### config.mk
export PLATFORM = sky130hd
export DESIGN_NAME = muldiv_seq
export DESIGN_NICKNAME = d
export VERILOG_FILES = /design/src/rtl/muldiv_seq_pkg.sv /design/src/rtl/muldiv_seq.sv
export SDC_FILE = /design/constraint.sdc
export NUM_CORES = 1
export LEC_CHECK = 0
export ABC_AREA = 1
export BUFFER_PORTS_ARGS = -buffer_cell sky130_fd_sc_hd__buf_2
export CORE_AREA = 2 2 158 160
export DETAILED_ROUTE_END_ITERATION = 8
export DIE_AREA = 0 0 160 162
export PLACE_DENSITY = 0.69
export SLEW_MARGIN = 10
export SYNTH_ARGS = -nofsm -noshare
export SYNTH_HDL_FRONTEND = slang
export SYNTH_SLANG_ARGS = --single-unit
### constraint.sdc
create_clock -name clk -period 1.9 [get_ports clk]
set_input_delay 0.38 -clock clk [delete_from_list [all_inputs] [get_ports clk]]
set_output_delay 0.38 -clock clk [all_outputs]
set_load 0.02 [all_outputs]
### src/rtl/muldiv_seq_pkg.sv
// Shared definitions for the EX-stage multiply/divide sequencer: op encodings,
// sequencer states, HI/LO result type and the stall/start level constants.
package muldiv_seq_pkg;

    localparam logic [1:0] MULDIV_MULT  = 2'b00;
    localparam logic [1:0] MULDIV_MULTU = 2'b01;
    localparam logic [1:0] MULDIV_DIV   = 2'b10;
    localparam logic [1:0] MULDIV_DIVU  = 2'b11;

    localparam logic STOP      = 1'b1;
    localparam logic NO_STOP   = 1'b0;
    localparam logic MUL_START = 1'b1;
    localparam logic DIV_START = 1'b1;

    typedef enum logic [1:0] {
        ST_IDLE,
        ST_BUSY,
        ST_DONE
    } state_e;

    typedef struct packed {
        logic [31:0] hi;
        logic [31:0] lo;
    } hilo_t;

    function automatic logic is_div_op(input logic [1:0] op);
        return (op == MULDIV_DIV) || (op == MULDIV_DIVU);
    endfunction

    function automatic logic is_signed_op(input logic [1:0] op);
        return (op == MULDIV_MULT) || (op == MULDIV_DIV);
    endfunction

endpackage

### src/rtl/muldiv_seq.sv
// Launches the external multiply/divide engine for one EX request at a time,
// stalls EX until {HI,LO} is captured and holds it until the pipeline advances.
module muldiv_seq
    import muldiv_seq_pkg::*;
#(
    parameter int          TIMEOUT_CYC = 64,
    parameter logic [31:0] DIV0_LO     = 32'hFFFF_FFFF
) (
    input  logic        clk,
    input  logic        rst,
    input  logic        req_valid,
    input  logic [1:0]  req_op,
    input  logic [31:0] req_a,
    input  logic [31:0] req_b,
    input  logic        flush,
    input  logic        ex_advance,
    output logic        stallreq,
    output logic        res_valid,
    output logic [31:0] res_hi,
    output logic [31:0] res_lo,
    output logic        div0,
    output logic        timeout,
    output logic        mul_start,
    output logic        mul_signed,
    output logic [31:0] mul_a,
    output logic [31:0] mul_b,
    input  logic [63:0] mul_result,
    input  logic        mul_ready,
    output logic        div_start,
    output logic        div_signed,
    output logic        div_annul,
    output logic [31:0] div_a,
    output logic [31:0] div_b,
    input  logic [63:0] div_result,
    input  logic        div_ready
);

    localparam int CNT_W = $clog2(TIMEOUT_CYC);

    state_e           state_q;
    logic [1:0]       op_q;
    logic [31:0]      a_q;
    logic [31:0]      b_q;
    logic [CNT_W-1:0] cnt_q;
    hilo_t            res_q;
    logic             res_valid_q;
    logic             div0_q;
    logic             timeout_q;
    logic             mul_start_q;
    logic             div_start_q;
    logic             sel_ready;

    // start flags are high exactly while BUSY, so they also select the engine
    assign sel_ready = (mul_start_q & mul_ready) | (div_start_q & div_ready);

    always_ff @(posedge clk) begin
        if (rst) begin
            state_q     <= ST_IDLE;
            op_q        <= '0;
            a_q         <= '0;
            b_q         <= '0;
            cnt_q       <= '0;
            res_q       <= '0;
            res_valid_q <= 1'b0;
            div0_q      <= 1'b0;
            timeout_q   <= 1'b0;
            mul_start_q <= 1'b0;
            div_start_q <= 1'b0;
        end else begin
            timeout_q <= 1'b0;
            case (state_q)
                ST_IDLE: begin
                    if (req_valid && !flush) begin
                        op_q  <= req_op;
                        a_q   <= req_a;
                        b_q   <= req_b;
                        cnt_q <= '0;
                        if (is_div_op(req_op) && (req_b == 32'd0)) begin
                            res_q       <= '{hi: req_a, lo: DIV0_LO};
                            div0_q      <= 1'b1;
                            res_valid_q <= 1'b1;
                            state_q     <= ST_DONE;
                        end else begin
                            mul_start_q <= is_div_op(req_op) ? 1'b0 : MUL_START;
                            div_start_q <= is_div_op(req_op) ? DIV_START : 1'b0;
                            state_q     <= ST_BUSY;
                        end
                    end
                end
                ST_BUSY: begin
                    cnt_q <= cnt_q + 1'b1;
                    if (flush) begin
                        mul_start_q <= 1'b0;
                        div_start_q <= 1'b0;
                        state_q     <= ST_IDLE;
                    end else if (sel_ready) begin
                        res_q       <= div_start_q ? div_result : mul_result;
                        res_valid_q <= 1'b1;
                        div0_q      <= 1'b0;
                        mul_start_q <= 1'b0;
                        div_start_q <= 1'b0;
                        state_q     <= ST_DONE;
                    end else if (cnt_q == CNT_W'(TIMEOUT_CYC - 1)) begin
                        res_q       <= '0;
                        res_valid_q <= 1'b1;
                        div0_q      <= 1'b0;
                        timeout_q   <= 1'b1;
                        mul_start_q <= 1'b0;
                        div_start_q <= 1'b0;
                        state_q     <= ST_DONE;
                    end
                end
                ST_DONE: begin
                    if (flush || ex_advance) begin
                        res_valid_q <= 1'b0;
                        div0_q      <= 1'b0;
                        state_q     <= ST_IDLE;
                    end
                end
                default: state_q <= ST_IDLE;
            endcase
        end
    end

    assign stallreq   = (req_valid && !flush && (state_q != ST_DONE)) ? STOP : NO_STOP;
    assign res_valid  = res_valid_q;
    assign res_hi     = res_q.hi;
    assign res_lo     = res_q.lo;
    assign div0       = div0_q;
    assign timeout    = timeout_q;

    assign mul_start  = mul_start_q;
    assign mul_signed = mul_start_q & is_signed_op(op_q);
    assign mul_a      = mul_start_q ? a_q : 32'd0;
    assign mul_b      = mul_start_q ? b_q : 32'd0;

    assign div_start  = div_start_q;
    assign div_signed = div_start_q & is_signed_op(op_q);
    assign div_annul  = div_start_q & flush;
    assign div_a      = div_start_q ? a_q : 32'd0;
    assign div_b      = div_start_q ? b_q : 32'd0;

endmodule
==> impl_metrics.tcl, run 1 <==
set metrics [dict create \
    outcome "completed" \
    r2r-start "cnt_q[0]" \
    nFillCells 2537 \
    holdBufCountCts 0 \
    numPortBuffers 401 \
    layout_commonest_cell "nand2_1" \
    hp-class "in2reg" \
    end_kind "primary output" \
    antenna_found_initial 2 \
    synth_flop_cell "dfxtp_1" \
    clkTransAtPathRegs_ns 0.07 \
    grt_max_degree 83 \
    coreArea_mm2 0.0241 \
    reg2reg_slack_ns 0.12 \
    antenna_left 0 \
    timing.critical_path.to "div_signed" \
    p_per_area_mw_per_mm2 1260 \
    drtIter0Drc 540 \
    slowest_stage "dfxtp_4" \
    synth_edf_count 0 \
    cts_made_buffers 17 \
    initial_core_util_pct 34.7 \
    avgSynthCellArea_um2 5.73 \
    skew_ns 0.0105 \
    synthArstFlopShare_pct 0 \
    fmax_mhz 545 \
    dp_cells 2117 \
    synth_fp_nets 1667 \
    syn-instance-count 1461 \
    crit_required_ns 1.52 \
    firstDrtPassIters 7 \
    place_ws_ns 0.0204 \
    ios 402 \
    die_x_um 160 \
    die_y_um 162 \
    startpoint "div_start" \
    rows 57 \
    fin_ws_ns 0.0647 \
    clk_latency_ns 0.42 \
    dr_total_vias 9963 \
    crit_type "reg2out" \
    gp_congestion 0.887 \
    drive_gt1_share_pct 26.9 \
    hold_violations 0 \
    critPathLaunchType "flop" \
    nets 2024 \
    clock-root-buffer "clkbuf_16" \
    die_area_mm2 0.0259 \
    ys_seq_area_share_pct 33.9 \
    reg2reg_to "res_lo[22]" \
    slowest_delay_ns 0.45 \
    routedWlPerCell_um 14.4 \
    tritoncts "yes" \
    path_cells "inv_2 -> nor2_1 -> buf_2" \
    crit_family "flip-flops" \
    setup_violations 0 \
    clock-sinks 142 \
    worstMarginPinSlew_ns 0.559 \
    hpwlAfterDp_um 21500 \
    period_share_pct 96.6 \
    wirelength_um 31100 \
    reg2reg_depth 11 \
    final_cells 2156 \
    syn_area_mm2 0.00838 \
    p_leak_uw 0.00706 \
    ctsLongestPathBuffers 2 \
    final_cell_mix "nand2_1, buf_2, inv_1, a21oi_1, dfxtp_1" \
    avgViaCountPerCell 4.62 \
    cp.arrival_ns 1.46 \
    synth.distinct_cells 24 \
    grt_pass1_vias 9064 \
    maxCapViolCount 0 \
    cp.buffers_inverters 2 \
    area_growth_pct 37.8 \
    cp_num_cells 3 \
    drv_slew 0 \
    drc 0 \
    period_needed_ns 1.84 \
    synth-seq-cells 142 \
    grt_first_pass_wirelength_um 45900 \
    grt_usage_pct 22.0 \
    cts-htree-levels 4 \
    ir_worst_vdd_v 0.000542 \
    grt_remaining_overflow 0 \
    crit_fanout 5 \
    relSlewSlack_pct 62.7 \
    ys_warn_count 0 \
]
## sequential cells by signal (all words and copies together), names as in the netlist
register   flops
a_q           32
b_q           32
cnt_q          6
div0           1
div_start      1
mul_start      1
op_q           1
res_hi        32
res_lo        32
res_valid      1
state_q        2
timeout        1
## synthesized netlist by cell type, drive strengths merged, types with 2 or more instances
library cell  count  share of area [%]
dfxtp           142                 34
clkbuf           54                2.4
nand2           558                 25
nand3            12               0.99
buf              43                2.7
inv             289                 13
nand4            65                4.9
a21oi           171                 10
o21ai            16                1.0
ha                5               0.75
nor2             98                4.4
or2               2               0.15
nor3              2               0.12
## worst reg2reg max path: cells and delay by family (launching register included)
| family | cells | cell delay [ns] |
|---|---|---|
| simple gates | 6 | 0.59 |
| compound gates | 1 | 0.20 |
| buf+inv | 3 | 0.39 |
| fa+ha+maj | 1 | 0.19 |
| flops | 1 | 0.36 |
## layer usage
metal  GRT usage [%]  vias up  share of wire [%]
met5               0        -              0.042
met1            25.4     4439                 40
met3            4.95       41                7.5
met2            40.7      390                 50
li1                -     5091                  -
met4            6.76        2                2.2
## kinds of logic (layout without fill, tap and decap cells)
family | after synthesis | after routing | share of synthesized area [%]
AND/OR/NAND/NOR | 739 | 739 | 35.8
buffers and inverters | 386 | 756 | 18.1
AO/OA/AOI/OAI | 189 | 189 | 11.4
adder cells (fa/ha/maj) | 5 | 5 | 0.747
flip-flops | 142 | 142 | 33.9
other | 0 | 1 | 0
## final cells by class
| type | instances | area (um2) | share of cell area (%) |
|---|---|---|---|
| inverter | 289 | 1080 | 9.40 |
| clock buffer | 17 | 425 | 3.69 |
| tap | 324 | 405 | 3.51 |
| sequential | 142 | 2850 | 24.7 |
| antenna | 1 | 2.50 | 0.0217 |
| timing repair buffer | 435 | 2520 | 21.9 |
| multi-input combinational | 933 | 4050 | 35.1 |
| clock inverter | 15 | 198 | 1.71 |
## stage by stage
step	area, um2	hold slack (ns)	total power [uW]	setup TNS, ns	utilization, %
CTS	11400	0.185	14400	0	47.3
global placement	10800	0.456	10700	0	44.7
finish	11500	0.210	14600	0	47.9
global route	11500	0.209	15600	-0.00704	47.9
detailed placement	10800	0.468	10800	0	44.7
floorplan	8380	0.439	8480	-0.729	-
## where the power goes
group	switching [uW]	internal, uW	total (uW)
Sequential	443	3630	4080
Clock	1450	2120	3560
Combinational	4640	2310	6950
## repair_timing
item | CTS | global route
buffers inserted | 0 | 3
endpoints found under the setup margin | 0 | 75
resized for setup | 0 | 13
## worst min-delay path by stage
| stage | startpoint | to | slack, ns | cells past startpoint |
|---|---|---|---|---|
| 2_1_floorplan | cnt_q[5] | cnt_q[5] | 0.44 | 2 |
| 3_3_place_gp | cnt_q[5] | cnt_q[5] | 0.46 | 2 |
| 3_5_place_dp | cnt_q[5] | cnt_q[5] | 0.47 | 2 |
| 4_1_cts | req_b[9] | b_q[9] | 0.19 | 3 |
| 5_1_grt | req_b[18] | b_q[18] | 0.21 | 3 |
| 6_report | req_b[9] | b_q[9] | 0.21 | 3 |
(Power assumes the default switching activity.)
==> inputs of run 2 (changes only) <==
Settings changed: ABC_AREA 1 to default, CORE_AREA 2 2 158 160 to 2 2 156 158, DIE_AREA 0 0 160 162 to 0 0 158 160, PLACE_DENSITY 0.69 to 0.66.
==> impl_metrics.tcl, run 2 <==
set metrics [dict create \
    outcome "finished with violations" \
    failed_checks "setup timing" \
    yosysMostFrequentCell "nand2_1" \
    wirelength_um 29200 \
    reg2reg_to "res_hi[16]" \
    clk_latency_ns 0.41 \
    area_growth_pct 51.1 \
    setup_violations 3 \
    period_needed_ns 1.90 \
    holdBufCountCts 0 \
    drtIter0Drc 451 \
    synth_edf_count 0 \
    cts_made_buffers 17 \
    hpwlAfterDp_um 19700 \
    critPathLaunchType "input pin" \
    synth_top_area_share_pct 38.0 \
    p_per_area_mw_per_mm2 1220 \
    grt_pass1_vias 7497 \
    synth_fp_nets 1133 \
    nFillCells 2401 \
    rows 57 \
    fmax_mhz 525 \
    synth_area_leaders "dfxtp_1, a21oi_1, and2_1" \
    worstMarginPinSlew_ns 0.369 \
    stdcell_area_mm2 0.0113 \
    synth-seq-cells 142 \
    antenna_cells 0 \
    syn-instance-count 927 \
    grt_first_pass_wirelength_um 40900 \
    final_cell_mix "buf_2, nand2_1, a21oi_1, dfxtp_1, and2_1" \
    r2r-start "cnt_q[0]" \
    finalSetupTns_ns -0.00870 \
    ys_seq_area_share_pct 38.0 \
    firstDrtPassIters 4 \
    end_kind "flop" \
    cts-htree-levels 4 \
    synth_flop_cell "dfxtp_1" \
    regArea_mm2 0.00285 \
    relSlewSlack_pct 75.4 \
    netlist.top_cell.by_area "dfxtp_1" \
    coreArea_mm2 0.0238 \
    hp-class "in2reg" \
    avgSynthCellArea_um2 8.06 \
    skew_ns 0.00707 \
    cp.arrival_ns 2.20 \
    synthArstFlopShare_pct 0 \
    drive_gt1_share_pct 45.9 \
    antenna_left 0 \
    p_leak_uw 0.00500 \
    numPortBuffers 401 \
    fin_ws_ns -0.00390 \
    tritoncts "yes" \
    crit_required_ns 2.20 \
    reg2reg_depth 7 \
    placed_area_mm2 0.0102 \
    gp_congestion 0.854 \
    grt_remaining_overflow 0 \
    drv_slew 0 \
    antenna_found_initial 0 \
    ir_worst_vdd_v 0.000544 \
    syn_area_mm2 0.00748 \
    crit_type "in2reg" \
    period_share_pct 100 \
    die_y_um 160 \
    avgViaCountPerCell 4.83 \
    hold_violations 0 \
    crit_fanout 8 \
    grt_setup_unrepaired "yes" \
    die_x_um 158 \
    reg2reg_slack_ns 0.03 \
    grt_max_degree 68 \
    routedWlPerCell_um 17.5 \
    maxCapViolCount 0 \
    nets 1533 \
    clock-sinks 142 \
    clkTransAtPathRegs_ns 0.07 \
    initial_core_util_pct 31.4 \
    synth_top_cells_by_count "nand2_1, a21oi_1, dfxtp_1, and2_1, clkbuf_1" \
    multi_input_area_mm2 0.00445 \
    clock-root-buffer "clkbuf_16" \
    hp-start "req_op[0]" \
    grt_usage_pct 20.8 \
    die_area_mm2 0.0253 \
    min_path_cells 3 \
    dr_total_vias 8045 \
    hold-path-endpoint "op_q[0]" \
    synth.distinct_cells 42 \
    ys_warn_count 0 \
    ctsLongestPathBuffers 2 \
    drc 0 \
    layout_commonest_cell "buf_2" \
    ios 402 \
]
-- run 2: cell families (layout without fill, tap and decap cells) --
kind of cell	Yosys count	count (layout)	synth area share (%)
compound gates	246	246	21.1
xor+xnor	4	4	0.469
fa+ha+maj	5	5	0.837
buf+inv	92	505	5.34
flops	142	142	38.0
mux	67	67	9.56
simple gates	371	371	24.6
-- run 2: final cells by class --
type	count	share of cell area (%)
Timing Repair Buffer	469	26.5
Clock buffer	18	3.80
Sequential cell	142	25.2
Tap cell	324	3.59
Inverter	4	0.133
Multi-Input combinational cell	693	39.3
Clock inverter	14	1.40
-- run 2: layer usage --
layer / global-route usage [%] / vias to the layer above / routed length (um)
li1: - / 3995 / -
met1: 26.2 / 3734 / 12700
met2: 35.8 / 297 / 14400
met3: 4.86 / 19 / 1850
met4: 4.63 / 0 / 339
met5: 0 / - / 0
-- run 2: how the worst max path moves through the flow --
stage	startpoint	end
floorplan	div_start	res_hi[1]
detailed placement	req_b[1]	res_hi[22]
finish	req_b[0]	res_hi[19]
global route	req_b[0]	res_hi[5]
global placement	req_b[1]	res_hi[11]
CTS	div_start	div_b[23]
-- run 2: where the power goes --
part,internal (uW),switching (uW)
Clock,1960,1420
Combinational,2690,3770
Sequential,3560,405
Total,8210,5590
-- run 2: metrics by stage --
step	setup slack, ns	util (%)	total power, uW	instances	hold slack, ns
after CTS	-0.00706	45.7	13100	1647	0.175
final	-0.00390	47.4	13800	1664	0.197
after floorplan	0.0138	-	7600	927	0.440
after global routing	-0.0334	47.4	14600	1664	0.188
after global placement	-0.417	42.8	9470	1612	0.450
after detailed placement	-0.443	42.8	9550	1612	0.454
-- run 2: critical path, stage by stage --
cell and delay [ns]:
buf_2 0.11, nor4_2 0.28, buf_4 0.17, nand4_1 0.20, o31ai_4 0.33, buf_12 0.19
and2_4 0.26, clkbuf_16 0.20, a211oi_2 0.06
-- run 2: timing repair --
item | in CTS | in global routing
buffers inserted | 1 | 7
cloned | 2 | 10
gates resized for setup | 13 | 29
endpoints found under the setup margin | 110 | 97
pin swaps | 4 | 12
==> inputs of run 3 (changes only) <==
Settings changed: CORE_AREA 2 2 156 158 to 2 2 155 157, DIE_AREA 0 0 158 160 to 0 0 157 159, PLACE_DENSITY 0.66 to 0.67.
==> impl_metrics.tcl, run 3 (synthesized netlist as in run 2, its figures left out) <==
set metrics [dict create \
    nets 1535 \
    cts_made_buffers 17 \
    hp-start "req_b[7]" \
    die_area_mm2 0.0250 \
    place_ws_ns -0.485 \
    regArea_mm2 0.00285 \
    worstMarginPinSlew_ns 0.505 \
    avgViaCountPerCell 4.87 \
    die_y_um 159 \
    period_share_pct 99.8 \
    pwr-share-clk_pct 24.1 \
    drc 0 \
    slowest_delay_ns 0.41 \
    clk_latency_ns 0.42 \
    dp_cells 1612 \
    internal_power_uw 8280 \
    area_growth_pct 49.6 \
    min_path_cells 3 \
    placed_area_mm2 0.0102 \
    slowest_stage "dfxtp_4" \
    reg2reg_to "res_hi[24]" \
    clock-sinks 142 \
    hold-path-endpoint "b_q[7]" \
    multi_input_area_mm2 0.00444 \
    cp.arrival_ns 1.52 \
    critPathLaunchType "flop" \
    ir_worst_vdd_v 0.000702 \
    die_x_um 157 \
    layout_commonest_cell "buf_2" \
    rows 56 \
    ctsLongestPathBuffers 2 \
    grt_setup_unrepaired "yes" \
    tritoncts "yes" \
    grt_first_pass_wirelength_um 40900 \
    stdcell_area_mm2 0.0112 \
    cp.buffers_inverters 2 \
    cts-htree-levels 4 \
    fin_ws_ns 0.00465 \
    p_per_area_mw_per_mm2 1230 \
    drive_gt1_share_pct 45.7 \
    crit_family "buffers and inverters" \
    skew_ns 0.0129 \
    path_cells "bufbuf_16 -> and2_1 -> buf_2" \
    holdBufCountCts 0 \
    dr_total_vias 8078 \
    numPortBuffers 401 \
    antenna_left 0 \
    p_leak_uw 0.00495 \
    swShare_pct 39.6 \
    p_sw_uw 5440 \
    maxCapViolCount 0 \
    reg2reg_slack_ns 0.06 \
    coreArea_mm2 0.0232 \
    routedWlPerCell_um 17.2 \
    relSlewSlack_pct 66.4 \
    clkTransAtPathRegs_ns 0.06 \
    setup_violations 0 \
    firstDrtPassIters 5 \
    hold_violations 0 \
    grt_max_degree 69 \
    initial_core_util_pct 32.2 \
    power.total_uw 13700 \
    combPwrFrac_pct 47.2 \
    nFillCells 2268 \
    grt_usage_pct 21.0 \
    final_cell_mix "buf_2, nand2_1, a21oi_1, dfxtp_1, and2_1" \
    drv_slew 0 \
    drtIter0Drc 411 \
    period_needed_ns 1.90 \
    crit_type "reg2out" \
    outcome "completed" \
    r2r-start "state_q[0]" \
    fmax_mhz 528 \
    grt_pass1_vias 7480 \
    hp-class "in2reg" \
    ios 402 \
    clock-root-buffer "clkbuf_16" \
    end_kind "primary output" \
    crit_required_ns 1.52 \
    p_seq_share_pct 28.8 \
    gp_congestion 0.852 \
    antenna_found_initial 3 \
    final_cells 1660 \
    hpwlAfterDp_um 19600 \
    reg2reg_depth 9 \
    crit_fanout 37 \
    grt_remaining_overflow 0 \
    wirelength_um 28600 \
]
## run 3: power by group through the flow
stage                     Sequential (uW)  Clock [uW]  Combinational, uW
after floorplan                      4380           0               3210
after global placement               3970           0               5530
after detailed placement             3980           0               5600
after CTS                            3940        3390               5990
after global routing                 4020        3520               6960
final                                3950        3310               6470
## run 3: area by class of cell
cell class | count | share of cell area [%]
Antenna cell | 2 | 0.0448
Clock buffer | 20 | 4.08
Clock inverter | 9 | 1.02
Inverter | 4 | 0.134
Multi-Input combinational cell | 693 | 39.7
Sequential cell | 142 | 25.5
Tap cell | 319 | 3.57
Timing Repair Buffer | 471 | 26.0
## run 3: per-stage QoR
| stage | hold WS (ns) | setup TNS [ns] | utilization (%) |
|---|---|---|---|
| 2_1_floorplan | 0.440 | 0 | - |
| 3_3_place_gp | 0.448 | -25.16 | 43.9 |
| 3_5_place_dp | 0.453 | -28.45 | 43.9 |
| 4_1_cts | 0.195 | -0.361 | 47.1 |
| 5_1_grt | 0.202 | -2.50 | 48.2 |
| 6_report | 0.221 | 0 | 48.2 |
## run 3: per-layer routing
layer  wire length (um)  global-route usage (%)  up-vias
li1                   -                       -     3986
met1              12400                    26.1     3713
met2              13900                    37.1      355
met3               1940                    4.44       24
met4                358                    4.50        0
met5                  0                       0        -
## run 3: timing repair
item	in CTS	in global routing
setup buffers	2	7
gates resized for setup	11	15
cloned	3	7
setup endpoints to repair	131	132
pin swaps	1	6
## run 3: worst max path at each step
stage | cells after the start | to | startpoint | slack, ns
floorplan | 9 | res_hi[1] | div_start | 0.01
global placement | 10 | res_hi[10] | req_b[13] | -0.41
detailed placement | 10 | res_lo[2] | req_b[13] | -0.49
CTS | 3 | div_a[19] | div_start | -0.02
global route | 3 | div_a[20] | div_start | -0.07
finish | 3 | div_a[19] | div_start | 0.005
## run 3: worst register-to-register path, delay by kind of cell, from the launching register on
kind	cells	cell delay, ns
buf+inv	3	0.49
flops	1	0.31
fa+ha+maj	1	0.21
compound gates	4	0.60
simple gates	1	0.15
